$ cat src/rtl/obstacle_track_engine_pkg.sv
// Package: obstacle_track_engine_pkg
// Purpose: shared encodings for the obstacle track engine.
//   state_e    : game FSM states (ST_IDLE/ST_RUN/ST_OVER), also the state output encoding.
//   OBS_*      : obstacle type codes; 0 is always an empty cell.
// Optional feature macro used elsewhere in this slice: DUCK_EN.
package obstacle_track_engine_pkg;

  typedef enum logic [1:0] {
    ST_IDLE = 2'd0,
    ST_RUN  = 2'd1,
    ST_OVER = 2'd2
  } state_e;

  localparam int unsigned OBS_EMPTY = 0;
  localparam int unsigned OBS_LOW   = 1;
  localparam int unsigned OBS_HIGH  = 2;

endpackage

$ cat src/rtl/obstacle_track_engine_if.sv
// Interface: obstacle_track_engine_if
// Purpose: bundles the game-control inputs and game-state outputs of obstacle_track_engine.
// Signals (master = controller/testbench side, slave = engine side):
//   shift_enable, jump_trigger, start_game, force_game_over, rand_val[15:0]  master -> slave
//   duck_hold (only when DUCK_EN is defined)                                 master -> slave
//   state[1:0], game_over, dino_on_ground, hit_type, score, obstacle_map_flat slave -> master
interface obstacle_track_engine_if #(
  parameter int unsigned TRACK_LEN = 16,
  parameter int unsigned TYPE_W    = 2,
  parameter int unsigned SCORE_W   = 32
);
  logic                        shift_enable;
  logic                        jump_trigger;
  logic                        start_game;
  logic                        force_game_over;
  logic [15:0]                 rand_val;
`ifdef DUCK_EN
  logic                        duck_hold;
`endif
  logic [1:0]                  state;
  logic                        game_over;
  logic                        dino_on_ground;
  logic [TYPE_W-1:0]           hit_type;
  logic [SCORE_W-1:0]          score;
  logic [TRACK_LEN*TYPE_W-1:0] obstacle_map_flat;

  modport master (
`ifdef DUCK_EN
    output duck_hold,
`endif
    output shift_enable, jump_trigger, start_game, force_game_over, rand_val,
    input  state, game_over, dino_on_ground, hit_type, score, obstacle_map_flat
  );

  modport slave (
`ifdef DUCK_EN
    input  duck_hold,
`endif
    input  shift_enable, jump_trigger, start_game, force_game_over, rand_val,
    output state, game_over, dino_on_ground, hit_type, score, obstacle_map_flat
  );
endinterface

$ cat src/rtl/obstacle_track_engine_jump_ctrl.sv
// Module: obstacle_track_engine_jump_ctrl
// Purpose: dino vertical state: buffered jump request, airtime counter, grounded flag.
// Ports:
//   CLK, RST     clock, async active-high reset
//   i_clear      start/restart: drop request, ground the dino
//   i_tick       raw game tick (consumes any buffered request)
//   i_run        game is running (jump requests are buffered only then)
//   i_step       advance the jump/airtime state this tick
//   i_jump       jump request pulse
//   o_on_ground  1 = dino grounded (registered)
module obstacle_track_engine_jump_ctrl #(
  parameter int unsigned JUMP_TICKS = 2
) (
  input  logic CLK,
  input  logic RST,
  input  logic i_clear,
  input  logic i_tick,
  input  logic i_run,
  input  logic i_step,
  input  logic i_jump,
  output logic o_on_ground
);
  localparam int unsigned CntW = $clog2(JUMP_TICKS + 1);

  logic            r_jump_pend, w_jump_pend_next;
  logic            r_on_ground, w_on_ground_next;
  logic [CntW-1:0] r_air_cnt, w_air_cnt_next;
  logic            w_jump_eff;

  // A request between ticks is held so it still counts on the next tick.
  assign w_jump_eff = i_jump | r_jump_pend;

  always_comb begin
    w_jump_pend_next = r_jump_pend;
    w_on_ground_next = r_on_ground;
    w_air_cnt_next   = r_air_cnt;
    if (i_clear) begin
      w_jump_pend_next = 1'b0;
      w_on_ground_next = 1'b1;
      w_air_cnt_next   = '0;
    end else begin
      if (i_tick) begin
        w_jump_pend_next = 1'b0;
      end else if (i_run && i_jump) begin
        w_jump_pend_next = 1'b1;
      end
      if (i_step) begin
        if (r_on_ground) begin
          if (w_jump_eff) begin
            w_on_ground_next = 1'b0;
            w_air_cnt_next   = CntW'(JUMP_TICKS);
          end
        end else if (r_air_cnt != '0) begin
          w_air_cnt_next = r_air_cnt - 1'b1;
        end else begin
          w_on_ground_next = 1'b1;
        end
      end
    end
  end

  always_ff @(posedge CLK or posedge RST) begin
    if (RST) begin
      r_jump_pend <= 1'b0;
      r_on_ground <= 1'b1;
      r_air_cnt   <= '0;
    end else begin
      r_jump_pend <= w_jump_pend_next;
      r_on_ground <= w_on_ground_next;
      r_air_cnt   <= w_air_cnt_next;
    end
  end

  assign o_on_ground = r_on_ground;

endmodule

$ cat src/rtl/obstacle_track_engine.sv
// Module: obstacle_track_engine
// Purpose: runner-game core. Shifting N-cell obstacle track with windowed random spawn,
//   IDLE/RUN/OVER game FSM, collision detection against the dino column (cell 0) and a
//   saturating tick score. Jump/airtime lives in obstacle_track_engine_jump_ctrl.
// Ports:
//   CLK, RST   clock, async active-high reset
//   bus        obstacle_track_engine_if.slave (controls in, registered game state out)
// Optional feature: DUCK_EN -- adds duck_hold; a grounded ducking dino ignores OBS_HIGH.
module obstacle_track_engine
  import obstacle_track_engine_pkg::*;
#(
  parameter int unsigned TRACK_LEN  = 16,
  parameter int unsigned TYPE_W     = 2,
  parameter int unsigned JUMP_TICKS = 2,
  parameter int unsigned SPAWN_GAP  = 11,
  parameter int unsigned SCORE_W    = 32,
  parameter int unsigned SCORE_MAX  = 100000000
) (
  input logic                    CLK,
  input logic                    RST,
  obstacle_track_engine_if.slave bus
);
  localparam int unsigned GapLo = TRACK_LEN - SPAWN_GAP;

  state_e             r_state, w_state_next;
  logic [TYPE_W-1:0]  r_cells [TRACK_LEN];
  logic [TYPE_W-1:0]  w_cells_next [TRACK_LEN];
  logic [TYPE_W-1:0]  r_hit_type, w_hit_next;
  logic [SCORE_W-1:0] r_score, w_score_next, w_score_inc;
  logic               r_game_over;
  logic               w_on_ground, w_tick_run, w_hit, w_duck_safe;
  logic               w_window_empty, w_spawn;
  logic [TYPE_W-1:0]  w_spawn_type;
  logic               w_unused_rand;

  assign w_unused_rand = ^bus.rand_val[15:2+TYPE_W];
  assign w_tick_run    = bus.shift_enable && (r_state == ST_RUN);

  always_comb begin
    w_window_empty = 1'b1;
    for (int unsigned i = GapLo; i < TRACK_LEN; i++) begin
      if (r_cells[i] != TYPE_W'(OBS_EMPTY)) w_window_empty = 1'b0;
    end
  end

  assign w_spawn      = w_window_empty && (bus.rand_val[1:0] != 2'b11);
  // A zero type draw would spawn nothing, so it is promoted to the low obstacle.
  assign w_spawn_type = (bus.rand_val[2+:TYPE_W] == '0) ? TYPE_W'(OBS_LOW)
                                                         : bus.rand_val[2+:TYPE_W];

`ifdef DUCK_EN
  assign w_duck_safe = bus.duck_hold && (r_cells[0] == TYPE_W'(OBS_HIGH));
`else
  assign w_duck_safe = 1'b0;
`endif
  // Airborne dino is never hit, so duck_hold only matters while grounded.
  assign w_hit = (r_cells[0] != TYPE_W'(OBS_EMPTY)) && w_on_ground && !w_duck_safe;

  assign w_score_inc = (r_score >= SCORE_W'(SCORE_MAX)) ? SCORE_W'(SCORE_MAX)
                                                        : r_score + 1'b1;

  always_comb begin
    w_state_next = r_state;
    w_hit_next   = r_hit_type;
    w_score_next = r_score;
    for (int unsigned i = 0; i < TRACK_LEN; i++) w_cells_next[i] = r_cells[i];
    if (bus.start_game) begin
      w_state_next = ST_RUN;
      w_hit_next   = '0;
      w_score_next = '0;
      for (int unsigned i = 0; i < TRACK_LEN; i++) w_cells_next[i] = '0;
    end else begin
      case (r_state)
        ST_IDLE: if (bus.force_game_over) w_state_next = ST_OVER;
        ST_RUN: begin
          if (w_tick_run) begin
            for (int unsigned i = 0; i < TRACK_LEN - 1; i++) w_cells_next[i] = r_cells[i+1];
            w_cells_next[TRACK_LEN-1] = w_spawn ? w_spawn_type : '0;
            // The collision tick still shifts but does not score.
            if (w_hit) begin
              w_state_next = ST_OVER;
              w_hit_next   = r_cells[0];
            end else begin
              w_score_next = w_score_inc;
              if (w_score_inc == SCORE_W'(SCORE_MAX)) w_state_next = ST_OVER;
            end
          end
          if (bus.force_game_over) w_state_next = ST_OVER;
        end
        ST_OVER: ;
        default: w_state_next = ST_IDLE;
      endcase
    end
  end

  always_ff @(posedge CLK or posedge RST) begin
    if (RST) begin
      r_state     <= ST_IDLE;
      r_hit_type  <= '0;
      r_score     <= '0;
      r_game_over <= 1'b0;
      for (int unsigned i = 0; i < TRACK_LEN; i++) r_cells[i] <= '0;
    end else begin
      r_state     <= w_state_next;
      r_hit_type  <= w_hit_next;
      r_score     <= w_score_next;
      r_game_over <= (w_state_next == ST_OVER);
      for (int unsigned i = 0; i < TRACK_LEN; i++) r_cells[i] <= w_cells_next[i];
    end
  end

  obstacle_track_engine_jump_ctrl #(
    .JUMP_TICKS (JUMP_TICKS)
  ) u_jump_ctrl (
    .CLK         (CLK),
    .RST         (RST),
    .i_clear     (bus.start_game),
    .i_tick      (bus.shift_enable),
    .i_run       (r_state == ST_RUN),
    .i_step      (w_tick_run && !w_hit),
    .i_jump      (bus.jump_trigger),
    .o_on_ground (w_on_ground)
  );

  assign bus.state          = r_state;
  assign bus.game_over      = r_game_over;
  assign bus.dino_on_ground = w_on_ground;
  assign bus.hit_type       = r_hit_type;
  assign bus.score          = r_score;

  for (genvar g = 0; g < TRACK_LEN; g++) begin : g_map
    assign bus.obstacle_map_flat[TYPE_W*g +: TYPE_W] = r_cells[g];
  end

endmodule

$ cat src/flat_wrapper.sv
// flat-port wrapper written by rule: the top's interface ports become plain ports
module obstacle_track_engine_flat import obstacle_track_engine_pkg::*;
#(
  parameter int unsigned TRACK_LEN  = 16,
  parameter int unsigned TYPE_W     = 2,
  parameter int unsigned JUMP_TICKS = 2,
  parameter int unsigned SPAWN_GAP  = 11,
  parameter int unsigned SCORE_W    = 32,
  parameter int unsigned SCORE_MAX  = 100000000
)
  (CLK, RST, bus_shift_enable, bus_jump_trigger, bus_start_game, bus_force_game_over, bus_rand_val, bus_state, bus_game_over, bus_dino_on_ground, bus_hit_type, bus_score, bus_obstacle_map_flat);
  obstacle_track_engine_if #(.TRACK_LEN(TRACK_LEN), .TYPE_W(TYPE_W), .SCORE_W(SCORE_W)) bus_i ();
  input logic CLK;
  input logic RST;
  input wire logic [$bits(bus_i.shift_enable)-1:0] bus_shift_enable;
  input wire logic [$bits(bus_i.jump_trigger)-1:0] bus_jump_trigger;
  input wire logic [$bits(bus_i.start_game)-1:0] bus_start_game;
  input wire logic [$bits(bus_i.force_game_over)-1:0] bus_force_game_over;
  input wire logic [$bits(bus_i.rand_val)-1:0] bus_rand_val;
  output wire logic [$bits(bus_i.state)-1:0] bus_state;
  output wire logic [$bits(bus_i.game_over)-1:0] bus_game_over;
  output wire logic [$bits(bus_i.dino_on_ground)-1:0] bus_dino_on_ground;
  output wire logic [$bits(bus_i.hit_type)-1:0] bus_hit_type;
  output wire logic [$bits(bus_i.score)-1:0] bus_score;
  output wire logic [$bits(bus_i.obstacle_map_flat)-1:0] bus_obstacle_map_flat;
  assign bus_i.shift_enable = bus_shift_enable;
  assign bus_i.jump_trigger = bus_jump_trigger;
  assign bus_i.start_game = bus_start_game;
  assign bus_i.force_game_over = bus_force_game_over;
  assign bus_i.rand_val = bus_rand_val;
  assign bus_state = bus_i.state;
  assign bus_game_over = bus_i.game_over;
  assign bus_dino_on_ground = bus_i.dino_on_ground;
  assign bus_hit_type = bus_i.hit_type;
  assign bus_score = bus_i.score;
  assign bus_obstacle_map_flat = bus_i.obstacle_map_flat;
  obstacle_track_engine #(.TRACK_LEN(TRACK_LEN), .TYPE_W(TYPE_W), .JUMP_TICKS(JUMP_TICKS), .SPAWN_GAP(SPAWN_GAP), .SCORE_W(SCORE_W), .SCORE_MAX(SCORE_MAX)) u_core (.CLK(CLK), .RST(RST), .bus(bus_i));
endmodule
$ cat config.mk
export PLATFORM = sky130hd
export DESIGN_NAME = obstacle_track_engine_flat
export DESIGN_NICKNAME = d
export VERILOG_FILES = /design/src/rtl/obstacle_track_engine_pkg.sv /design/src/rtl/obstacle_track_engine_if.sv /design/src/rtl/obstacle_track_engine_jump_ctrl.sv /design/src/rtl/obstacle_track_engine.sv /design/src/flat_wrapper.sv
export SDC_FILE = /design/constraint.sdc
export NUM_CORES = 1
export LEC_CHECK = 0
export BUFFER_PORTS_ARGS = -buffer_cell sky130_fd_sc_hd__buf_2
export CELL_PAD_IN_SITES_DETAIL_PLACEMENT = 1
export CELL_PAD_IN_SITES_GLOBAL_PLACEMENT = 2
export CORE_ASPECT_RATIO = 2
export CORE_MARGIN = 10
export CORE_UTILIZATION = 32
export CTS_CLUSTER_DIAMETER = 200
export DETAILED_ROUTE_END_ITERATION = 8
export GPL_TIMING_DRIVEN = 0
export PLACE_DENSITY_LB_ADDON = 0.1
export SLEW_MARGIN = 20
export SYNTH_ARGS = -nofsm -noshare
export SYNTH_HDL_FRONTEND = slang
export SYNTH_SLANG_ARGS = --single-unit
$ cat constraint.sdc
create_clock -name CLK -period 3.5 [get_ports CLK]
set_input_delay 0.175 -clock CLK [delete_from_list [all_inputs] [get_ports CLK]]
set_output_delay 0.175 -clock CLK [all_outputs]
set_load 0.05 [all_outputs]
Word-level counts from Yosys, hierarchy flattened. Cells that the tools add are included.

Register bits: 73. Bits of input ports: 22. Output and inout bits: 70. Logic and storage cells: 110.

Add/sub/neg operators: 2. $lt $le $gt $ge: 1. Equality and inequality tests: 7. Mux-type cells: 45. Bitwise gates (word level): 1. Reductions and logical operators: 31.

Operator list (count): $mux W32 (8); $mux W2 (17); $reduce_bool A2 Y1 (17); $add A32 B1 Y32 const B (1); $eq A32 B27 Y1 const B (1); $ge A32 B27 Y1 const B (1); $mux W1 (19); $reduce_and A3 Y1 (3); $pmux W2 S3 (1); $reduce_bool A3 Y1 (2); $logic_and A1 B1 Y1 (5); $eq A2 B2 Y1 const B (2); $logic_not A2 Y1 (2); $ne A2 B2 Y1 const B (2); $ne A3 B2 Y1 const B (1); $eq A2 B1 Y1 const B (1); $reduce_and A2 Y1 (1); $sub A2 B1 Y2 const B (1); $logic_not A1 Y1 (1); $or A1 B1 Y1 (1).

Depth between registers and ports, before layout.
Depth after elaboration: 17. Depth in mapped cells: 9. Mapped depth without buffers: 8.

Hierarchy. From an unflattened synthesis, not the netlist that was laid out.

Cells, all modules: 466. Area total of the unflattened synthesis: 4010.1 um^2.

By module, submodules not included: obstacle_track_engine (instances 1, cells an instance 442, area an instance 3774.9 um^2, seq. area each 1726.7 um^2); obstacle_track_engine_jump_ctrl (instances 1, cells an instance 24, area an instance 235.2 um^2, seq. area each 101.3 um^2).

Worst setup path after synthesis. Ideal clock, no wire load.

Kind: register -> register. Start point: register u_core.r_score[1], in the netlist u_core.bus.score[1]. End point: register u_core.r_state[0], in the netlist u_core.bus.state[0]. Setup time: 119 ps. Arrival: 3118 ps. Data required time: 3381 ps. Slack: 263 ps. Stages on the path, launching flop included: 9. Path buffers: 0. Period minus slack after synthesis: 3237 ps. Cell sequence: dfrtp_1 > ha_1 > nand3_1 > nor4_1 > nand2_1 > xnor2_1 > or4_1 > or4_4 > a21o_2.

Cells in the longest elaborated chain, start to end: 9. Elaborated cells between the ends (all ways): 10. Classes of those cells: 1 x add/sub; 1 x order compare; 1 x eq/ne; 7 x mux.

RTL lines: start: declaration (RTL line obstacle_track_engine.sv:29) `logic [SCORE_W-1:0] r_score, w_score_next, w_score_inc;`; start signal: assignment (RTL line obstacle_track_engine.sv:106) `r_score <= w_score_next;`; $add A32 B1 Y32 / $ge A32 B27 Y1 (equally long branches) (RTL line obstacle_track_engine.sv:60, obstacle_track_engine.sv:59); $mux W32 (*) (RTL line obstacle_track_engine.sv:59) `assign w_score_inc = (r_score >= SCORE_W'(SCORE_MAX)) ? SCORE_W'(SCORE_MAX)`; $eq A32 B27 Y1 (*) (RTL line obstacle_track_engine.sv:85) `if (w_score_inc == SCORE_W'(SCORE_MAX)) w_state_next = ST_OVER;`; $mux W2 (*) (RTL line obstacle_track_engine.sv:85); $mux W2 (*) (RTL line obstacle_track_engine.sv:80) `if (w_hit) begin`; $mux W2 (*) (RTL line obstacle_track_engine.sv:76) `if (w_tick_run) begin`; $mux W2 (*) (RTL line obstacle_track_engine.sv:88) `if (bus.force_game_over) w_state_next = ST_OVER;`; $pmux W2 S3 (*) (RTL line obstacle_track_engine.sv:73) `case (r_state)`; $mux W2 (*) (RTL line obstacle_track_engine.sv:67) `if (bus.start_game) begin`; net u_core.w_state_next[0] (RTL line obstacle_track_engine.sv:25) `state_e r_state, w_state_next;`; end signal: assignment (RTL line obstacle_track_engine.sv:104) `r_state <= w_state_next;`; end: declaration (RTL line obstacle_track_engine.sv:25).

Mark *: on every way through the listed nets, which the timed path passes. The rest lies on a longest branch. A chain may end at the register's enable or synchronous reset.

Worst setup path in the final report.
Start point: register u_core.r_score[0], in the netlist u_core.bus.score[0]. End point: register u_core.r_state[1], in the netlist u_core.bus.state[1].

The elaborated chain is that of the path after synthesis.

==> metrics.md <==
| Metric | Value |
|---|---|
| Flop-to-flop setup slack | `0.29 ns` |
| Min cycle time layout | `3.21 ns` |
| Largest family of logic cells by synthesized area | `simple AND/OR/NAND/NOR gates` |
| Htree depth | `3` |
| Max transition margin | `45.0%` |
| Mean post-synth cell area | `8.92 um2` |
| Root buffer cell | `clkbuf_16` |
| Fin crit share | `91.7%` |
| RSZ-0062 raised after global routing | `no` |
| Crit path cell chain | `ha_1 -> nand3_2 -> a21oi_1 -> o32ai_1 -> o2111ai_1 -> or4_1 -> or4_4 -> a221oi_1` |
| Min-delay worst type | `in -> reg` |
| Antenna viol nets, final | `0` |
| Post-DP HPWL | `11300 um` |
| Largest net degree at the start of global routing | `54` |
| WL met2 | `8360 um` |
| Hold Vio Cnt, Final | `0` |
| # rows | `57` |
| Proportion of synthesized area in mux cells | `1.54%` |
| Utilization after layout | `40.5%` |
| Vias | `3852` |
| CP startpoint kind | `flop` |
| Startpoint of the worst hold path | `bus_shift_enable` |
| Status | `complete, no violations` |
| Clock slew at reported path FFs | `0.06 ns` |
| Vias in the first global route | `4332` |
| Post-synth EDFFs | `0` |
| Core ar. | `12200 um2` |
| Total CTS buffers | `9` |
| TritonCTS Sinks | `73` |
| Flops & latches, synth | `73` |
| Crit-path max FO | `8` |
| Pwr dens | `408 nW/um2` |
| Xor/xnor share of the synthesized area | `2.20%` |
| Final net count | `564` |
| Gpl congestion | `0.807` |
| Kind of critical path | `reg -> reg` |
| Crit path to | `u_core.bus.state[1]` |
| Critical Path Start | `u_core.bus.score[0]` |
| Critical path capture point type | `flop` |
| Chip width | `98.9 um` |
| Congestion Overflow GR | `0` |
| Router iterations before antenna repair | `6` |
| Fin area | `4940 um2` |
| Routed WL | `14700 um` |
| Die Ht | `178 um` |
| Synth-to-layout area growth | `24.1%` |
| Initial DRC Count | `147` |
| WP depth | `8` |
| Async S/R FF share, synth | `100%` |
| Drc violations | `0` |
| Crit-path slowest cell | `or4_1` |
| Synthesized Nets | `472` |
| Post-DR wirelength/cell | `21.3 um` |
| Max layer used | `met4` |
| RR Startpoint | `u_core.bus.score[0]` |
| Vias per inst | `5.58` |
| Warnings, synthesis | `0` |
| R2R depth | `8` |
| Clk_skew | `0.00835 ns` |
| Worst-Margin Slew | `0.822 ns` |
| Diode count | `0` |
| Most common cell after layout, fill and taps aside | `nand2_1` |
| Crit path max-delay family | `simple AND/OR/NAND/NOR gates` |
| Slew Limit Fails | `0` |
| Most used DFF post-synth | `dfrtp_1` |
| Later-pin clock latency in the skew report | `0.33 ns` |
| WL met3 | `622 um` |
| Final setup viols | `0` |
| Distinct cells, synth | `62` |
| Pleak | `2.26 nW` |
| Sequential fraction of the synthesis area | `45.9%` |
| Filler cells | `1476` |
| Max-Cap Viols | `0` |
| TNS Setup | `0 ns` |
| First-pass GRT wire length | `23700 um` |
| Layout cells sized above 1 | `24.1%` |
| Crit path DAT | `3.44 ns` |
| Max Clock Freq | `312 MHz` |
| Initial Utilization | `32.7%` |
| DRT met1 WL | `5210 um` |
| Clk buf depth | `2` |
| Tot GR Track Use | `16.8%` |
| Mapped Area | `3990 um2` |
| RR Endpoint | `u_core.bus.state[1]` |
| Die Area | `17600 um2` |
| IO Pins | `92` |
| Most frequent cells in the layout | `82 x nand2_1, 81 x buf_2, 72 x dfrtp_1` |
| Post-Synth Simple-Gate Area | `25.2%` |
| Compound-Gate Fraction of Synth Area | `17.9%` |
| Port bufs | `78` |
| CTS tree | `done` |
| Maximum vdd ir drop | `299 uV` |
| Synth Instances | `447` |
| Initial antenna violation count | `0` |
| Area after DPL | `4590 um2` |
| Worst Path Buf+Inv | `0` |
| Largest stage delay, worst path | `0.57 ns` |
| Hold path cells | `2` |
| Adder-cell share of the synthesized area | `0.942%` |
| Critical path required time | `3.73 ns` |
cell type report:
type / instances / area [um2] / share of cell area [%]
clock inverters: 5 / 81.3 / 1.64
inverters: 17 / 66.3 / 1.34
repair buffers: 81 / 435 / 8.81
plain buffers: 30 / 189 / 3.82
flip-flops and latches: 73 / 1830 / 37.0
multi-input cells: 327 / 1930 / 39.1
clock buffers: 10 / 229 / 4.63
well taps: 147 / 184 / 3.72
synthesized netlist by cell type, types with 7 or more instances:
cell       n  area, um2
inv_1     17       63.8
a21oi_1   52        260
nor2_1    26       97.6
and3_1     7       43.8
nor3_1    10       50.1
nor4_1    11       68.8
nand2_1   82        308
xnor2_1    8       70.1
nand3_1   16       80.1
o21ai_0   13       65.1
clkbuf_1  16       60.1
o21a_1     7       52.6
nand4_1   12       75.1
dfrtp_1   72       1800
registers in the layout, summed over array words and instances (netlist names):
signal,flops
u_core.bus.hit_type,2
u_core.bus.game_over,1
u_core.u_jump_ctrl.r_jump_pend,1
u_core.bus.state,2
u_core.u_jump_ctrl.o_on_ground,1
u_core.bus.score,32
u_core.bus.obstacle_map_flat,32
u_core.u_jump_ctrl.r_air_cnt,2
report_power, final:
part	leakage (nW)	total [mW]	switching [mW]	internal (mW)
registers	1.01	0.864	0.0111	0.853
logic	1.10	0.164	0.125	0.0394
clock network	0.149	0.987	0.366	0.621
timing repair:
| action | in CTS | in global routing |
|---|---|---|
| setup buffers | 0 | 1 |
| hold buffers | 1 | 0 |
| setup endpoints to repair | 3 | 3 |
| hold endpoints to repair | 20 | 0 |
| pin swaps | 0 | 1 |
| resized for setup | 2 | 3 |
worst min path at each step:
| stage | to | slack [ns] |
|---|---|---|
| floorplan | u_core.u_jump_ctrl.r_jump_pend | 0.25 |
| global placement | u_core.u_jump_ctrl.r_jump_pend | 0.40 |
| detailed placement | u_core.bus.obstacle_map_flat[16] | 0.16 |
| CTS | u_core.u_jump_ctrl.r_jump_pend | 0.06 |
| global route | u_core.u_jump_ctrl.r_jump_pend | 0.09 |
| finish | u_core.u_jump_ctrl.r_jump_pend | 0.07 |
per-stage QoR:
stage | hold slack [ns] | std cells | worst slack [ns] | power, mW
2_1_floorplan | 0.246 | 447 | 0.263 | 0.983
3_3_place_gp | 0.404 | 672 | -0.432 | 1.04
3_5_place_dp | 0.160 | 673 | -0.465 | 1.05
4_1_cts | 0.0636 | 689 | 0.00313 | 2.05
5_1_grt | 0.0909 | 690 | 0.186 | 2.09
6_report | 0.0679 | 690 | 0.291 | 2.02
per-layer routing:
metal,GRT usage (%),up-vias
met5,0,-
met4,7.44,0
met3,3.70,28
met2,32.8,86
met1,15.9,1948
li1,-,1790
worst reg2reg max path, delay by kind of cell (launching register included):
family	cells	cell delay [ns]
simple gates	3	1.37
fa+ha+maj	1	0.35
flops	1	0.48
compound gates	4	0.91
cell families after synthesis:
logic type                 after synthesis
AOI/OAI and AO/OA                      112
xor gates and xnor gates                10
adders and majority gates                3
buffers and inverters                   47
DFF                                     73
muxes                                    6
and+or+nand+nor                        196
No activity file was read; power rests on OpenSTA's default activity.
